### config.mk
export PLATFORM = sky130hd
export DESIGN_NAME = dynamixel_status_rx
export DESIGN_NICKNAME = d
export VERILOG_FILES = /design/src/rtl/dynamixel_status_rx.sv
export SDC_FILE = /design/constraint.sdc
export NUM_CORES = 1
export LEC_CHECK = 0
export ABC_AREA = 1
export BUFFER_PORTS_ARGS = -buffer_cell sky130_fd_sc_hd__buf_2
export CAP_MARGIN = 20
export CORE_ASPECT_RATIO = 1.4
export CORE_UTILIZATION = 45
export CTS_BUF_LIST = sky130_fd_sc_hd__clkbuf_4
export DETAILED_ROUTE_END_ITERATION = 8
export PLACE_DENSITY = 0.6
export SETUP_SLACK_MARGIN = 0.3
export SYNTH_ARGS = -nofsm -noshare
export SYNTH_HDL_FRONTEND = slang
export SYNTH_SLANG_ARGS = --single-unit
### constraint.sdc
create_clock -name clk -period 3.83 [get_ports clk]
set_input_delay 0.383 -clock clk [delete_from_list [all_inputs] [get_ports clk]]
set_output_delay 0.383 -clock clk [all_outputs]
set_load 0.02 [all_outputs]
### src/rtl/dynamixel_status_rx.sv
// Dynamixel Protocol 1.0 status packet receiver (8N1 UART + parser).
// Optional stats counters: define DXL_RX_STATS_EN.
module dynamixel_status_rx #(
  parameter int CLK_HZ         = 50000000,
  parameter int BAUD           = 1000000,
  parameter int MAX_PARAMS     = 4,
  parameter int TIMEOUT_CYCLES = 5000
) (
  input  logic        clk,
  input  logic        reset,
  input  logic        rxd,
  input  logic        rx_enable,
  input  logic [7:0]  expected_id,
  output logic        status_valid,
  output logic [7:0]  status_id,
  output logic [7:0]  status_error,
  output logic [31:0] status_params,
  output logic [2:0]  status_nparams,
  output logic        chk_err,
  output logic        pkt_err,
  output logic        timeout,
  output logic        busy
`ifdef DXL_RX_STATS_EN
  ,
  output logic [15:0] good_cnt,
  output logic [15:0] err_cnt
`endif
);

  localparam int DIV    = CLK_HZ / BAUD;
  localparam int HALF   = DIV / 2;
  localparam int CW     = $clog2(DIV + 1);
  localparam int TW     = $clog2(TIMEOUT_CYCLES + 1);
  localparam int MAXLEN = MAX_PARAMS + 2;

  typedef enum logic [1:0] {
    U_IDLE, U_START, U_DATA, U_STOP
  } ust_e;

  typedef enum logic [2:0] {
    P_HDR1, P_HDR2, P_ID, P_LEN,
    P_ERR, P_PARAM, P_CHK
  } pst_e;

  logic          sy1_q, sy2_q, sy3_q;
  ust_e          ust_q, ust_d;
  logic [CW-1:0] cnt_q, cnt_d;
  logic [2:0]    bit_q, bit_d;
  logic [7:0]    sh_q, sh_d;
  logic          byte_stb, frm_err;

  pst_e          pst_q, pst_d;
  logic [7:0]    id_q, id_d;
  logic [7:0]    len_q, len_d;
  logic [7:0]    err_q, err_d;
  logic [31:0]   par_q, par_d;
  logic [2:0]    k_q, k_d;
  logic [7:0]    sum_q, sum_d;
  logic [TW-1:0] idle_q, idle_d;

  logic          sv_q, sv_d;
  logic          ce_q, ce_d;
  logic          pe_q, pe_d;
  logic          to_q, to_d;
  logic [7:0]    sid_q, sid_d;
  logic [7:0]    serr_q, serr_d;
  logic [31:0]   spar_q, spar_d;
  logic [2:0]    snp_q, snp_d;

  logic [2:0]    np;
  assign np = len_q[2:0] - 3'd2;

  // two-flop synchroniser plus a delayed copy for edge detection
  always_ff @(posedge clk) begin
    if (reset) begin
      sy1_q <= 1'b1;
      sy2_q <= 1'b1;
      sy3_q <= 1'b1;
    end else begin
      sy1_q <= rxd;
      sy2_q <= sy1_q;
      sy3_q <= sy2_q;
    end
  end

  // UART bit timing: start re-check at half bit, data/stop at mid-bit
  always_comb begin
    ust_d    = ust_q;
    cnt_d    = cnt_q + 1'b1;
    bit_d    = bit_q;
    sh_d     = sh_q;
    byte_stb = 1'b0;
    frm_err  = 1'b0;
    if (!rx_enable) begin
      ust_d = U_IDLE;
      cnt_d = '0;
    end else begin
      unique case (ust_q)
        U_IDLE: begin
          cnt_d = '0;
          if (!sy2_q && sy3_q) ust_d = U_START;
        end
        U_START: begin
          if (cnt_q == CW'(HALF - 1)) begin
            cnt_d = '0;
            bit_d = '0;
            ust_d = sy2_q ? U_IDLE : U_DATA;
          end
        end
        U_DATA: begin
          if (cnt_q == CW'(DIV - 1)) begin
            cnt_d = '0;
            sh_d  = {sy2_q, sh_q[7:1]};
            bit_d = bit_q + 3'd1;
            if (bit_q == 3'd7) ust_d = U_STOP;
          end
        end
        U_STOP: begin
          if (cnt_q == CW'(DIV - 1)) begin
            cnt_d = '0;
            ust_d = U_IDLE;
            if (sy2_q) byte_stb = 1'b1;
            else frm_err = 1'b1;
          end
        end
      endcase
    end
  end

  // packet parser, checksum, timeout and result registers
  always_comb begin
    pst_d  = pst_q;
    id_d   = id_q;
    len_d  = len_q;
    err_d  = err_q;
    par_d  = par_q;
    k_d    = k_q;
    sum_d  = sum_q;
    idle_d = idle_q;
    sv_d   = 1'b0;
    ce_d   = 1'b0;
    pe_d   = 1'b0;
    to_d   = 1'b0;
    sid_d  = sid_q;
    serr_d = serr_q;
    spar_d = spar_q;
    snp_d  = snp_q;
    if (!rx_enable) begin
      pst_d  = P_HDR1;
      idle_d = '0;
    end else if (frm_err) begin
      pe_d   = 1'b1;
      pst_d  = P_HDR1;
      idle_d = '0;
    end else if (byte_stb) begin
      idle_d = '0;
      unique case (pst_q)
        P_HDR1: if (sh_q == 8'hFF) pst_d = P_HDR2;
        P_HDR2: pst_d = (sh_q == 8'hFF) ? P_ID : P_HDR1;
        P_ID: begin
          if (sh_q != 8'hFF) begin
            id_d  = sh_q;
            sum_d = sh_q;
            pst_d = P_LEN;
          end
        end
        P_LEN: begin
          if (sh_q >= 8'd2 && sh_q <= 8'(MAXLEN)) begin
            len_d = sh_q;
            sum_d = sum_q + sh_q;
            par_d = '0;
            k_d   = '0;
            pst_d = P_ERR;
          end else begin
            pe_d  = 1'b1;
            pst_d = P_HDR1;
          end
        end
        P_ERR: begin
          err_d = sh_q;
          sum_d = sum_q + sh_q;
          pst_d = (len_q > 8'd2) ? P_PARAM : P_CHK;
        end
        P_PARAM: begin
          par_d[{k_q[1:0], 3'b000} +: 8] = sh_q;
          sum_d = sum_q + sh_q;
          k_d   = k_q + 3'd1;
          if (k_q + 3'd1 == np) pst_d = P_CHK;
        end
        P_CHK: begin
          pst_d = P_HDR1;
          if (sh_q == ~sum_q) begin
            if (id_q == expected_id) begin
              sv_d   = 1'b1;
              sid_d  = id_q;
              serr_d = err_q;
              spar_d = par_q;
              snp_d  = np;
            end
          end else begin
            ce_d = 1'b1;
          end
        end
        default: pst_d = P_HDR1;
      endcase
    end else if (pst_q != P_HDR1 && ust_q == U_IDLE) begin
      if (idle_q == TW'(TIMEOUT_CYCLES - 1)) begin
        to_d   = 1'b1;
        pst_d  = P_HDR1;
        idle_d = '0;
      end else begin
        idle_d = idle_q + 1'b1;
      end
    end else if (pst_q == P_HDR1) begin
      idle_d = '0;
    end
  end

  // state and result registers
  always_ff @(posedge clk) begin
    if (reset) begin
      ust_q  <= U_IDLE;
      cnt_q  <= '0;
      bit_q  <= '0;
      sh_q   <= '0;
      pst_q  <= P_HDR1;
      id_q   <= '0;
      len_q  <= '0;
      err_q  <= '0;
      par_q  <= '0;
      k_q    <= '0;
      sum_q  <= '0;
      idle_q <= '0;
      sv_q   <= 1'b0;
      ce_q   <= 1'b0;
      pe_q   <= 1'b0;
      to_q   <= 1'b0;
      sid_q  <= '0;
      serr_q <= '0;
      spar_q <= '0;
      snp_q  <= '0;
    end else begin
      ust_q  <= ust_d;
      cnt_q  <= cnt_d;
      bit_q  <= bit_d;
      sh_q   <= sh_d;
      pst_q  <= pst_d;
      id_q   <= id_d;
      len_q  <= len_d;
      err_q  <= err_d;
      par_q  <= par_d;
      k_q    <= k_d;
      sum_q  <= sum_d;
      idle_q <= idle_d;
      sv_q   <= sv_d;
      ce_q   <= ce_d;
      pe_q   <= pe_d;
      to_q   <= to_d;
      sid_q  <= sid_d;
      serr_q <= serr_d;
      spar_q <= spar_d;
      snp_q  <= snp_d;
    end
  end

  assign status_valid   = sv_q;
  assign status_id      = sid_q;
  assign status_error   = serr_q;
  assign status_params  = spar_q;
  assign status_nparams = snp_q;
  assign chk_err        = ce_q;
  assign pkt_err        = pe_q;
  assign timeout        = to_q;
  assign busy           = (pst_q != P_HDR1);

`ifdef DXL_RX_STATS_EN
  logic [15:0] good_q, errc_q;

  // saturating good/error packet counters
  always_ff @(posedge clk) begin
    if (reset) begin
      good_q <= '0;
      errc_q <= '0;
    end else begin
      if (sv_q && good_q != 16'hFFFF)
        good_q <= good_q + 16'd1;
      if ((ce_q | pe_q | to_q) && errc_q != 16'hFFFF)
        errc_q <= errc_q + 16'd1;
    end
  end

  assign good_cnt = good_q;
  assign err_cnt  = errc_q;
`endif

endmodule

Word level (Yosys, flattened, before mapping)
Index checks and enable logic that the tools add are counted.
{"block": "op_classes", "n_addsub": 7, "multipliers": 0, "div": 0, "n_lt_le_gt_ge": 3, "eq_ne": 28, "shift": 2, "muxes": 49, "bitwise_logic": 7, "n_reduce_logical": 31}
{"operator": "case mux 32 bit (2 select lines)", "n": 1}
{"operator": "2-to-1 mux 13 bit", "n": 3}
{"operator": "bitwise mux 32 bit", "n": 1}
{"operator": "2-to-1 mux 32 bit", "n": 1}
{"operator": "variable shift 8 x 7 -> 32 bit, first input constant", "n": 1}
{"operator": "variable part select 8 x 7 -> 32 bit", "n": 1}
{"operator": "2-to-1 mux 3 bit", "n": 10}
{"operator": "AND reduction 5 bit", "n": 5}
{"operator": "case mux 8 bit (3 select lines)", "n": 1}
{"operator": "case mux 3 bit (6 select lines)", "n": 1}
{"operator": "case mux 6 bit (3 select lines)", "n": 1}
{"operator": "== test 8 bit", "n": 2}
{"operator": "2-to-1 mux 2 bit", "n": 8}
{"operator": "2-to-1 mux 8 bit", "n": 2}
{"operator": "2-to-1 mux 1 bit", "n": 15}
{"operator": "inequality test 2 bit, second input constant", "n": 7}
{"operator": "adder 13 x 1 -> 13 bit, second input constant", "n": 1}
{"operator": "== test 13 bit, second input constant", "n": 1}
{"operator": "== test 3 bit, second input constant", "n": 4}
{"operator": "2-to-1 mux 6 bit", "n": 2}
{"operator": "case mux 3 bit (2 select lines)", "n": 2}
{"operator": "AND reduction 6 bit", "n": 2}
{"operator": "nonzero test 2 bit", "n": 5}
{"operator": "OR reduction 5 bit", "n": 2}
{"operator": "other kinds (32)", "n": 48}
{"block": "word_totals", "ff_bits": 160, "latchBits": 0, "ramBits": 0, "mem_bits_ro": 0, "in_bits": 12, "output_inout_bits": 56, "word_cells": 150, "n_memories": 0}

Logic depth before layout (Yosys ltp)
{"block": "depth", "word_depth": 6, "depth_mapped": 13, "mapped_depth_nobuf": 13}

Least setup slack after synthesis
Ideal clock, no wire load.
{"block": "synth_timing", "kind": "register to register", "startpoint": "register sh_q[1]", "endpoint": "register sum_q[6]", "setup_time_ps": 132, "arrival_time_ps": 1574, "required_ps": 3698, "path_slack_ps": 2124, "stages_incl_launch_ff": 12, "n_path_buf": 0, "period_less_slack_ps": 1706, "cell_sequence": "dfxtp_1 -> inv_1 -> fa_1 -> nand3b_1 -> nand2_1 -> nand2_1 -> nand2_1 -> nand2_1 -> nand3_1 -> nand2_1 -> nand2_1 -> a21oi_1"}
{"block": "synth_via", "elab_chain_len": 4, "elab_cells_between_ends": 10, "cone_classes": "1 x add/sub; 2 x order compare; 3 x eq/ne; 2 x mux; 2 x reduce/logical"}
{"element": "start, declared", "line_no": "49", "rtl": "logic [7:0] sh_q, sh_d;"}
{"element": "start signal, assigned", "line_no": "225", "rtl": "sh_q <= '0;"}
{"element": "start signal, assigned", "line_no": "246", "rtl": "sh_q <= sh_d;"}
{"element": ">= comparator 8 x 2 -> 1 bit or less-or-equal comparator 8 x 3 -> 1 bit (tied branches)", "line_no": "168", "rtl": "if (sh_q >= 8'd2 && sh_q <= 8'(MAXLEN)) begin"}
{"element": "logical AND 1 bit", "line_no": "168"}
{"element": "inequality test 2 bit (no line)"}
{"element": "AND reduction 6 bit (no line)"}
{"element": "end signal, assigned", "line_no": "253", "rtl": "sum_q <= sum_d;"}
{"element": "end, declared", "line_no": "58", "rtl": "logic [7:0] sum_q, sum_d;"}
Several ways; a longest one is shown, not always the timed one. The select of a mux whose other input is x is not followed.
A chain may end at the register's enable or synchronous reset.

Final worst setup path
{"block": "layout_timing", "startpoint": "register cnt_q[0]", "endpoint": "register par_q[31]"}
{"block": "layout_via", "elab_chain_len": 6, "elab_cells_between_ends": 9, "cone_classes": "1 x eq/ne; 6 x mux; 1 x bitwise; 1 x reduce/logical"}
{"element": "start, declared", "line_no": "47", "rtl": "logic [CW-1:0] cnt_q, cnt_d;"}
{"element": "start signal, assigned", "line_no": "244", "rtl": "cnt_q <= cnt_d;"}
{"element": "== test 6 bit (*)", "line_no": "119", "rtl": "if (cnt_q == CW'(DIV - 1)) begin"}
{"element": "2-to-1 mux 1 bit", "line_no": "119"}
{"element": "2-to-1 mux 1 bit", "line_no": "98", "rtl": "unique case (ust_q)"}
{"element": "2-to-1 mux 1 bit", "line_no": "94", "rtl": "if (!rx_enable) begin"}
{"element": "inverter 1 bit (no line)"}
{"element": "AND reduction 5 bit (no line) (*)"}
{"element": "end signal, assigned", "line_no": "251", "rtl": "par_q <= par_d;"}
{"element": "end, declared", "line_no": "56", "rtl": "logic [31:0] par_q, par_d;"}
Every way passes the cells marked *; elsewhere a longest branch is shown, timed or not.

==> results.ini <==
[die]
rows=55
start_util_pct=46.2
die_w_um=111
die_h_um=155
ios=68
die_area_um2=17200
core_um2=16200

[sta]
post-route-min-period_ns=2.59
worst_pin_slew_ns=0.784
holdWs_ns=0.0832
setup_viol=0
fin_skew_ns=0.0206
fin_crit_sh_pct=67.5
slew_headroom_pct=47.5
setup_tns_ns=0
layout_setup_ws_ns=1.24
max_freq_mhz=387
grt_setup_unrepaired=false
finalHoldViolCount=0
slew_violations=0

[yosys]
synth-xor-area-share_pct=1.64
ys_seq_elements=160
synth_simple_gate_area_share_pct=29.1
ys_seq_area_share_pct=42.7
synth_area_leader_cell=dfxtp_1
synth_area_um2=7500
syn-num-nets=1067
synth_cell_types=36
yosysWarningCount=0
synthMuxAreaShare_pct=0
synth_fa_ha_area_share_pct=3.27
synth_top_area_share_pct=42.7
avgSynthCellArea_um2=7.24
synth-compound-area-share_pct=15.8
postSynthCellCount=1036
synth_top_family_by_area=simple AND/OR/NAND/NOR gates
synth_area_leaders=dfxtp_1 43%, nor2_1 11%, nand2_1 8.2%

[detailed_routing]
wl_met2_um=9450
postRouteAntennaNets=0
wl_um=17800
drt_iter0_drc=387
drt-met1-wl_um=7450
wl_met3_um=558
highest_layer=met4
dr.pass1.iters=7
drc=6
via_per_inst=5.11
routed-via-count=6647
wl_per_cell_um=13.7

[setup_path]
crit_fanout=34
required_ns=4.30
critPathBufInv=0
crit_type=flop to flop
worst_setup_path_start_kind=flop
cp_slowest_cell=nand2_2
cp_cell_sequence=ha_1 > nand2_1 > nor2_2 > nand2_2 > nor2_8 > nand3_2 > nand2_2 > nand2_1 > o21ai_0 > nor2_1
crit_family=simple AND/OR/NAND/NOR gates
end_kind=flop
crit_arrival_ns=3.05
worst_path_largest_cell_delay_ns=0.53

[power]
ir_worst_vdd_uv=157
power_w=0.00280
powerDensity_nw_per_um2=341
p_leak_nw=3.42

[grt]
grt_usage_pct=21.8
grt_pass1_wl_um=30000
grt_max_degree=71
overflow=0
antenna_found_initial=1
grt_pass1_vias=6207

[run_status]
violations=design-rule violations
status=finished with violations

[finish]
nNetsFinal=1119
n_fill_cell=1687
postLayoutCellArea_um2=8220
drive_gt1_share_pct=12.3
area_growth_pct=9.56

[place]
port_buffers=67
dpl.hpwl_um=12700
gp_routability_congestion=0.898
place_area_um2=7910
pre_cts_ws_ns=1.27

[clocking]
clock_sinks=160
cts_buffers=17
cts_tree=built
cts_root_buf=clkbuf_4
clk_path_buf_depth=2
clkTransAtPathRegs_ns=0.13
clock_latency_ns=0.57
post_cts_buffers=0
h-tree-depth=4
ctsResizeCount=0

[flow_run]
maxCapViolCount=0

[worst_hold_path]
hp-class=input port to flop

[cell usage in the layout, fill, tap and decap left out, types with 3 or more instances in the layout]
cell / Yosys / layout
a21oi_1: 86 / 86
dfxtp_1: 160 / 160
clkbuf_4: 0 / 19
inv_6: 0 / 4
inv_2: 7 / 7
buf_2: 15 / 67
o21bai_1: 51 / 51
o21ai_1: 6 / 6
xor2_1: 9 / 9
xnor2_1: 5 / 5
inv_1: 87 / 87
nand3b_1: 4 / 4
nand2_2: 5 / 5
nand3_1: 45 / 44
o21ai_0: 62 / 62
nand4_1: 21 / 21
nor3_1: 26 / 26
buf_4: 0 / 4
nand2_1: 164 / 164
clkinv_4: 0 / 3
nand3_2: 2 / 3
nor2_2: 4 / 4
or2_2: 6 / 6
nor2_1: 212 / 212
ha_1: 18 / 18
[metal layers]
metal,vias up,GRT usage [%]
met2,110,41.2
met5,-,0
met3,27,4.04
li1,3492,-
met4,0,7.59
met1,3018,24.3
[power by group]
part / switching [W] / leakage (nW) / internal (W) / total (W)
sequential: 0.00000200 / 1.29 / 0.00167 / 0.00167
clock: 0.000638 / 0.156 / 0.000416 / 0.00105
combinational: 0.0000489 / 1.98 / 0.0000321 / 0.0000810
[what timing repair did]
action                                  4_1_cts  5_1_grt
endpoints found under the setup margin        0        0
hold buffers                                  1        0
hold endpoints to repair                      1        0
[final timing paths]
kind                  from         to  slack [ns]  cells past startpoint
setup / recovery  cnt_q[0]  par_q[31]        1.24                     10
hold / removal       reset      sy1_q        0.08                      2
setup reg to reg  cnt_q[0]  par_q[31]        1.24                     10
hold reg to reg      sy1_q      sy2_q        0.44                      1
[through the flow]
stage	cells	util, %
2_1_floorplan	1036	-
3_3_place_gp	1267	48.7
3_5_place_dp	1267	48.7
4_1_cts	1300	50.6
5_1_grt	1301	50.6
6_report	1301	50.6
[area by class of cell]
cell class | count | area [um^2] | share of cell area (%)
multi-input cells | 742 | 3730 | 45.4
flip-flops and latches | 160 | 3200 | 39.0
repair buffers | 72 | 375 | 4.57
inverters | 95 | 357 | 4.34
well taps | 199 | 249 | 3.03
clock inverters | 13 | 153 | 1.86
clock buffers | 19 | 143 | 1.74
diodes | 1 | 2.50 | 0.0305
[cells by family after synthesis]
family,count (synthesis)
DFF,160
buffers and inverters,134
xor gates and xnor gates,14
and+or+nand+nor,500
AOI/OAI and AO/OA,209
adders and majority gates,19
[cells in the mapped netlist (all sizes together)]
cell type	number
nand2	169
dfxtp	160
xnor2	5
o22ai	2
nand3b	4
nor3b	2
and3	1
or2	6
o21ai	68
nor4	1
clkinv	1
fa	1
nand4	22
xor2	9
buf	21
a21oi	86
a211oi	1
nand3	47
nor2	219
clkbuf	18
o21bai	51
ha	18
inv	94
a32oi	1
nor3	29
No activity file was read; power rests on OpenSTA's default activity.
